==> config.mk <==
export PLATFORM = sky130hd
export DESIGN_NAME = rca64_op_seq_flat
export DESIGN_NICKNAME = d
export VERILOG_FILES = /design/src/rtl/rca64_op_seq_if.sv /design/src/rtl/rca64_op_seq.sv /design/src/flat_wrapper.sv
export SDC_FILE = /design/constraint.sdc
export NUM_CORES = 1
export LEC_CHECK = 0
export CAP_MARGIN = 25
export CORE_MARGIN = 4
export CORE_UTILIZATION = 37
export DETAILED_ROUTE_END_ITERATION = 8
export PLACE_DENSITY = 0.77
export REMOVE_ABC_BUFFERS = 1
export SLEW_MARGIN = 20
export SYNTH_ARGS = -nofsm -noshare
export SYNTH_HDL_FRONTEND = slang
export SYNTH_SLANG_ARGS = --single-unit
==> constraint.sdc <==
create_clock -name clk -period 1.59 [get_ports clk]
set_input_delay 0.318 -clock clk [delete_from_list [all_inputs] [get_ports clk]]
set_output_delay 0.318 -clock clk [all_outputs]
set_load 0.02 [all_outputs]
==> src/rtl/rca64_op_seq_if.sv <==
// Request and result handshake bundle for the ripple-carry adder operand sequencer.
// master = requester/consumer side, slave = sequencer side.
interface rca64_op_seq_if #(
    parameter int unsigned WIDTH = 64
);
    logic             in_valid;
    logic             in_ready;
    logic [WIDTH-1:0] in_a;
    logic [WIDTH-1:0] in_b;
    logic             in_sub;
    logic             out_valid;
    logic             out_ready;
    logic [WIDTH-1:0] out_sum;
    logic             out_cout;
    logic             out_ovf;

    modport master (
        output in_valid, in_a, in_b, in_sub, out_ready,
        input  in_ready, out_valid, out_sum, out_cout, out_ovf
    );

    modport slave (
        input  in_valid, in_a, in_b, in_sub, out_ready,
        output in_ready, out_valid, out_sum, out_cout, out_ovf
    );
endinterface

==> src/rtl/rca64_op_seq.sv <==
// Operand sequencer and result capture around an external combinational ripple-carry adder.
// Registers operands, waits SETTLE_CYC edges for the carry ripple, then holds the result until taken.
module rca64_op_seq #(
    parameter int unsigned WIDTH      = 64,
    parameter int unsigned SETTLE_CYC = 2
) (
    input  logic             clk,
    input  logic             rst_n,
    rca64_op_seq_if.slave    bus,
    output logic [WIDTH-1:0] add_a,
    output logic [WIDTH-1:0] add_b,
    output logic             add_cin,
    input  logic [WIDTH-1:0] add_sum,
    input  logic             add_cout,
    output logic             busy
);
    localparam int unsigned CNT_W = (SETTLE_CYC > 1) ? $clog2(SETTLE_CYC) : 1;

    if (SETTLE_CYC < 1) begin : g_bad_settle
        $error("rca64_op_seq: SETTLE_CYC must be >= 1");
    end

    typedef enum logic [1:0] {
        IDLE   = 2'd0,
        SETTLE = 2'd1,
        HOLD   = 2'd2
    } state_t;

    state_t           state;
    logic [CNT_W-1:0] cnt;
    logic             out_valid_q;
    logic [WIDTH-1:0] out_sum_q;
    logic             out_cout_q;
    logic             out_ovf_q;
    logic             in_ready_c;
    logic             accept_c;

    // Ready combinationally follows out_ready in HOLD so retire and accept share one edge.
    assign in_ready_c = (state == IDLE) | ((state == HOLD) & bus.out_ready);
    assign accept_c   = bus.in_valid & in_ready_c;

    assign bus.in_ready  = in_ready_c;
    assign bus.out_valid = out_valid_q;
    assign bus.out_sum   = out_sum_q;
    assign bus.out_cout  = out_cout_q;
    assign bus.out_ovf   = out_ovf_q;

    always_ff @(posedge clk or negedge rst_n) begin
        if (!rst_n) begin
            state       <= IDLE;
            cnt         <= '0;
            add_a       <= '0;
            add_b       <= '0;
            add_cin     <= 1'b0;
            out_valid_q <= 1'b0;
            out_sum_q   <= '0;
            out_cout_q  <= 1'b0;
            out_ovf_q   <= 1'b0;
            busy        <= 1'b0;
        end else begin
            // Operand load is shared by IDLE accepts and back-to-back accepts from HOLD.
            if (accept_c) begin
                add_a   <= bus.in_a;
                add_b   <= bus.in_sub ? ~bus.in_b : bus.in_b;
                add_cin <= bus.in_sub;
                cnt     <= CNT_W'(SETTLE_CYC - 1);
                state   <= SETTLE;
                busy    <= 1'b1;
            end
            case (state)
                IDLE: ;
                SETTLE: begin
                    if (cnt != '0) begin
                        cnt <= cnt - CNT_W'(1);
                    end else begin
                        out_sum_q   <= add_sum;
                        out_cout_q  <= add_cout;
                        out_ovf_q   <= (add_a[WIDTH-1] == add_b[WIDTH-1]) &
                                       (add_sum[WIDTH-1] != add_a[WIDTH-1]);
                        out_valid_q <= 1'b1;
                        state       <= HOLD;
                    end
                end
                HOLD: begin
                    if (bus.out_ready) begin
                        out_valid_q <= 1'b0;
                        if (!bus.in_valid) begin
                            state <= IDLE;
                            busy  <= 1'b0;
                        end
                    end
                end
                default: begin
                    state <= IDLE;
                    busy  <= 1'b0;
                end
            endcase
        end
    end
endmodule

==> src/flat_wrapper.sv <==
// flat-port wrapper written by rule: the top's interface ports become plain ports
module rca64_op_seq_flat 
#(
    parameter int unsigned WIDTH      = 64,
    parameter int unsigned SETTLE_CYC = 2
)
  (clk, rst_n, add_a, add_b, add_cin, add_sum, add_cout, busy, bus_in_valid, bus_in_a, bus_in_b, bus_in_sub, bus_out_ready, bus_in_ready, bus_out_valid, bus_out_sum, bus_out_cout, bus_out_ovf);
  rca64_op_seq_if #(.WIDTH(WIDTH)) bus_i ();
  input  logic clk;
  input  logic rst_n;
  output logic [WIDTH-1:0] add_a;
  output logic [WIDTH-1:0] add_b;
  output logic add_cin;
  input  logic [WIDTH-1:0] add_sum;
  input  logic add_cout;
  output logic busy;
  input wire logic [$bits(bus_i.in_valid)-1:0] bus_in_valid;
  input wire logic [$bits(bus_i.in_a)-1:0] bus_in_a;
  input wire logic [$bits(bus_i.in_b)-1:0] bus_in_b;
  input wire logic [$bits(bus_i.in_sub)-1:0] bus_in_sub;
  input wire logic [$bits(bus_i.out_ready)-1:0] bus_out_ready;
  output wire logic [$bits(bus_i.in_ready)-1:0] bus_in_ready;
  output wire logic [$bits(bus_i.out_valid)-1:0] bus_out_valid;
  output wire logic [$bits(bus_i.out_sum)-1:0] bus_out_sum;
  output wire logic [$bits(bus_i.out_cout)-1:0] bus_out_cout;
  output wire logic [$bits(bus_i.out_ovf)-1:0] bus_out_ovf;
  assign bus_i.in_valid = bus_in_valid;
  assign bus_i.in_a = bus_in_a;
  assign bus_i.in_b = bus_in_b;
  assign bus_i.in_sub = bus_in_sub;
  assign bus_i.out_ready = bus_out_ready;
  assign bus_in_ready = bus_i.in_ready;
  assign bus_out_valid = bus_i.out_valid;
  assign bus_out_sum = bus_i.out_sum;
  assign bus_out_cout = bus_i.out_cout;
  assign bus_out_ovf = bus_i.out_ovf;
  rca64_op_seq #(.WIDTH(WIDTH), .SETTLE_CYC(SETTLE_CYC)) u_core (.clk(clk), .rst_n(rst_n), .bus(bus_i), .add_a(add_a), .add_b(add_b), .add_cin(add_cin), .add_sum(add_sum), .add_cout(add_cout), .busy(busy));
endmodule
# After elaboration in Yosys (flattened, before gate mapping)
# Cells that the tools add are included.
# word_totals
ff_bits,200
input_bits,198
output_inout_bits,198
elab_cells,44
# classes
n_addsub,1
n_eq_ne,6
muxes,16
bitwise,6
n_reduce_logical,5
# op_table
op,n
$mux 64,1
$not 64->64,1
$mux 1,8
$mux 2,4
$pmux 2 s3,1
$ne 2x2->1 const B,2
$pmux 1 s2,2
$and 1x1->1,3
$reduce_and 3->1,1
$eq 2x1->1 const B,1
$eq 2x2->1 const B,1
$logic_not 2->1,1
$reduce_and 2->1,1
$reduce_bool 2->1,1
$reduce_or 2->1,1
$eq 1x1->1,1
$ne 1x1->1,1
$not 1->1,1
$or 1x1->1,1
$sub 1x1->1 const B,1

# Logic depth before layout (Yosys ltp)
# depth
ltp_word,8
depth_mapped,7
depth_no_buf,3

# Worst setup path before layout
# No wires, ideal clock.
# synth_path
kind,register -> output
from,register u_core.state[1]
to,output port bus_in_ready
arrival_ps,1456
required_ps,1272
setup_slack_ps,-184
stages_incl_launch_ff,5
path_buffers,2
cell_sequence,dfrtp_1 -> nand2b_1 -> clkbuf_1 -> clkbuf_1 -> nor2b_1
# synth_via
elab_chain_cells,3
word_cells_on_any_way,4
cone_classes,eq/ne (1); bitwise (2); reduce/logical (1)
# synth_rtl
element,line,text
from (decl),rca64_op_seq.sv:29,state_t state;
from (signal assigned),rca64_op_seq.sv:50,state <= IDLE;
from (signal assigned),rca64_op_seq.sv:67,state <= SETTLE;
from (signal assigned),rca64_op_seq.sv:81,state <= HOLD;
$eq 2x2->1,rca64_op_seq.sv:39,assign in_ready_c = (state == IDLE) | ((state == HOLD) & bus.out_ready);
$and 1x1->1,rca64_op_seq.sv:39,
$or 1x1->1 (*),rca64_op_seq.sv:39,
to (decl),flat_wrapper.sv:22,output wire logic [$bits(bus_i.in_ready)-1:0] bus_in_ready;
# Mark *: on every way between the ends. The rest lies on a longest branch, timed or not.

# Worst setup path in the final report
# layout_path
from,input port bus_out_ready
to,output port bus_in_ready
# layout_via
elab_chain_cells,2
# layout_rtl
element,line,text
from (decl),flat_wrapper.sv:21,input wire logic [$bits(bus_i.out_ready)-1:0] bus_out_ready;
$and 1x1->1,rca64_op_seq.sv:39,
$or 1x1->1,rca64_op_seq.sv:39,
# Every way passes these cells.

==> results.cfg <==
[yosys]
yosysWarningCount = 0
synth_cell_types = 22
synthesis.area_um2 = 8090
async_flop_share = 1.00
synth-edff-count = 0
synth_seq_area_share = 0.619
netlist_instances = 587
synthFlopType = dfrtp_1
yosys_register_bits = 200
avgSynthCellArea_um2 = 13.8

[placement]
port_buffers = 395
placedInstanceArea_um2 = 12500
placed_cells_incl_taps = 1250
preCtsSetupSlack_ps = -526
gp_congestion = 0.830
dpl.hpwl_um = 18800

[worst_setup_path]
r2r_slack_ps = -20
r2r_cells = 5
end_kind = output pin
crit_required_ps = 1270
max_stage_delay_ps = 440
cp_max_fo = 3
crit_type = in2out
r2r-end = u_core.bus.out_sum[48]
cp.arrival_ps = 1300
crit_chain = clkdlybuf4s50_1, nand2b_2, nor2b_2, buf_4
startpoint_type = input pin
crit_slowest_cell = clkdlybuf4s50_1
r2r_start = u_core.state[1]

[floorplan]
die_y_um = 156
ioPinCount = 396
start_util = 0.380
rows = 53
dieArea_um2 = 24300
fp.dieW_um = 156
core_area_um2 = 21300

[sta]
clock_skew_ps = 22.5
finalCritPeriodShare = 1.02
setup_tns_ps = -161
fin_crit_ps = 1620
worst_pin_slew_ps = 568
relSlewSlack = 0.621
rsz0062_at_grt = true
hold_violations = 0
worst_slack_ps = -30.8
finalSetupViolCount = 20
maxSlewViolCount = 0
fmax_mhz = 617

[clocking]
path_clk_slew_ps = 80
clock_latency_ps = 440
cts_tree = built
numCtsBuffers = 17
clk_path_buf_depth = 2
htree_levels = 4
cts_root_buffer = clkbuf_16
clock-sinks = 200

[outcome]
failed_checks = setup timing
status = complete, but fails checks

[detailed_routing]
vias = 6360
first_pass_iters = 4
wl_per_cell_um = 20.4
finalWirelength_um = 26400
viasPerCell = 4.92
drt_iter0_markers = 226
drc = 0
ant_nets = 0

[power]
leakagePower_nw = 5.70
p_per_area_nw_per_um2 = 2050
p_int_mw = 16.4
p_seq_frac = 0.332
switchingPower_mw = 10.8
clkPwrFrac = 0.166
comb_power_share = 0.502
swShare = 0.398
irDropWorstVdd_v = 0.00107

[final_layout]
fin_area_um2 = 13300
diodes = 0
nets = 1203
area_growth_pct = 64.2
drive_gt1_frac = 0.203
fin_cells = 1293
utilization = 0.624

[flow_run]
cap_violations = 0

[global_route]
grt_pass1_vias = 6781
grt_pass1_wl_um = 39400
antenna_found_initial = 1
track_usage = 0.209
grt-ovfl-total = 0
grt_start_max_net_pins = 65

[worst_hold_path]
worstHoldPathCells = 3
min_path_type = in2reg
holdPathEnd = u_core.add_b[34]
hp-start = bus_in_sub
critical path: cells and delay by family:
family,cells,cell delay (ps)
buffers and inverters,2,600
and+or+nand+nor,2,380
metrics by stage:
step	hold WS, ps	total power, mW
2_1_floorplan	22.4	16.1
3_3_place_gp	276	23.4
3_5_place_dp	271	23.7
4_1_cts	345	26.6
5_1_grt	346	28.7
6_report	365	27.2
placed cells by master (no fill, tap or decap), types with 3 or more instances in the layout:
cell type / n
a21oi_1: 131
dfrtp_1: 199
dlygate4sd2_1: 197
inv_8: 3
xnor2_1: 64
mux2_4: 44
inv_6: 4
buf_4: 24
clkdlybuf4s50_1: 195
clkbuf_16: 21
nor2_1: 6
clkinv_8: 3
buf_8: 3
buf_6: 4
mux2_1: 10
buf_12: 10
mux2_2: 76
cell usage after synthesis (2+ instances only):
master | number | share of area
mux2_1 | 10 | 0.014
buf_2 | 18 | 0.011
nor2b_1 | 2 | 0.0015
mux2_4 | 10 | 0.019
mux2_2 | 110 | 0.15
xnor2_1 | 64 | 0.069
nand2b_1 | 2 | 0.0015
clkbuf_1 | 15 | 0.0070
a21oi_1 | 131 | 0.081
buf_4 | 3 | 0.0028
dfrtp_1 | 200 | 0.62
nor2_1 | 6 | 0.0028
buf_6 | 7 | 0.0097
how the worst max path moves through the flow:
| stage | endpoint | slack [ps] | startpoint |
|---|---|---|---|
| 2_1_floorplan | u_core.add_a[0] | -4480 | u_core.state[0] |
| 3_3_place_gp | bus_in_ready | -540 | bus_out_ready |
| 3_5_place_dp | bus_in_ready | -530 | bus_out_ready |
| 4_1_cts | bus_in_ready | -40 | bus_out_ready |
| 5_1_grt | u_core.bus.out_sum[33] | -80 | u_core.state[1] |
| 6_report | bus_in_ready | -30 | bus_out_ready |
power by group through the flow:
stage	Clock [mW]	Sequential, mW	Combinational (mW)
floorplan	0	12.2	3.90
finish	4.53	9.05	13.7
detailed placement	0	9.19	14.5
global route	4.84	9.38	14.5
CTS	4.62	9.02	13.0
global placement	0	9.07	14.4
flip-flops by register name (all words and copies together), names as in the netlist, 2 cells and up:
name                count
u_core.bus.out_sum     64
u_core.state            2
u_core.add_a           64
u_core.add_b           64
kinds of logic after synthesis:
kind of cell	Yosys count	synth area share
buf+inv	43	0.0306
flops	200	0.619
simple gates	15	0.0107
compound gates	134	0.0837
xor+xnor	64	0.0693
mux	131	0.187
final cells by class:
type / count / area, um2
Timing Repair Buffer: 441 / 4330
Clock inverter: 14 / 171
Clock buffer: 18 / 439
Multi-Input combinational cell: 345 / 2990
Fill cell: 1717 / 8010
Sequential cell: 200 / 5010
Tap cell: 275 / 344
timing repair:
action	4_1_cts	5_1_grt
gates cloned	2	5
setup buffers	1	2
gates resized for setup	209	47
pin swaps	1	0
endpoints found under the setup margin	269	159
hold buffers	1	0
hold endpoints to repair	33	0
routing by layer:
metal	track usage	share of wire
met1	0.250	0.38
met2	0.350	0.50
met3	0.0721	0.084
met4	0.0742	0.028
met5	0	0.00030
(Power assumes the default switching activity.)
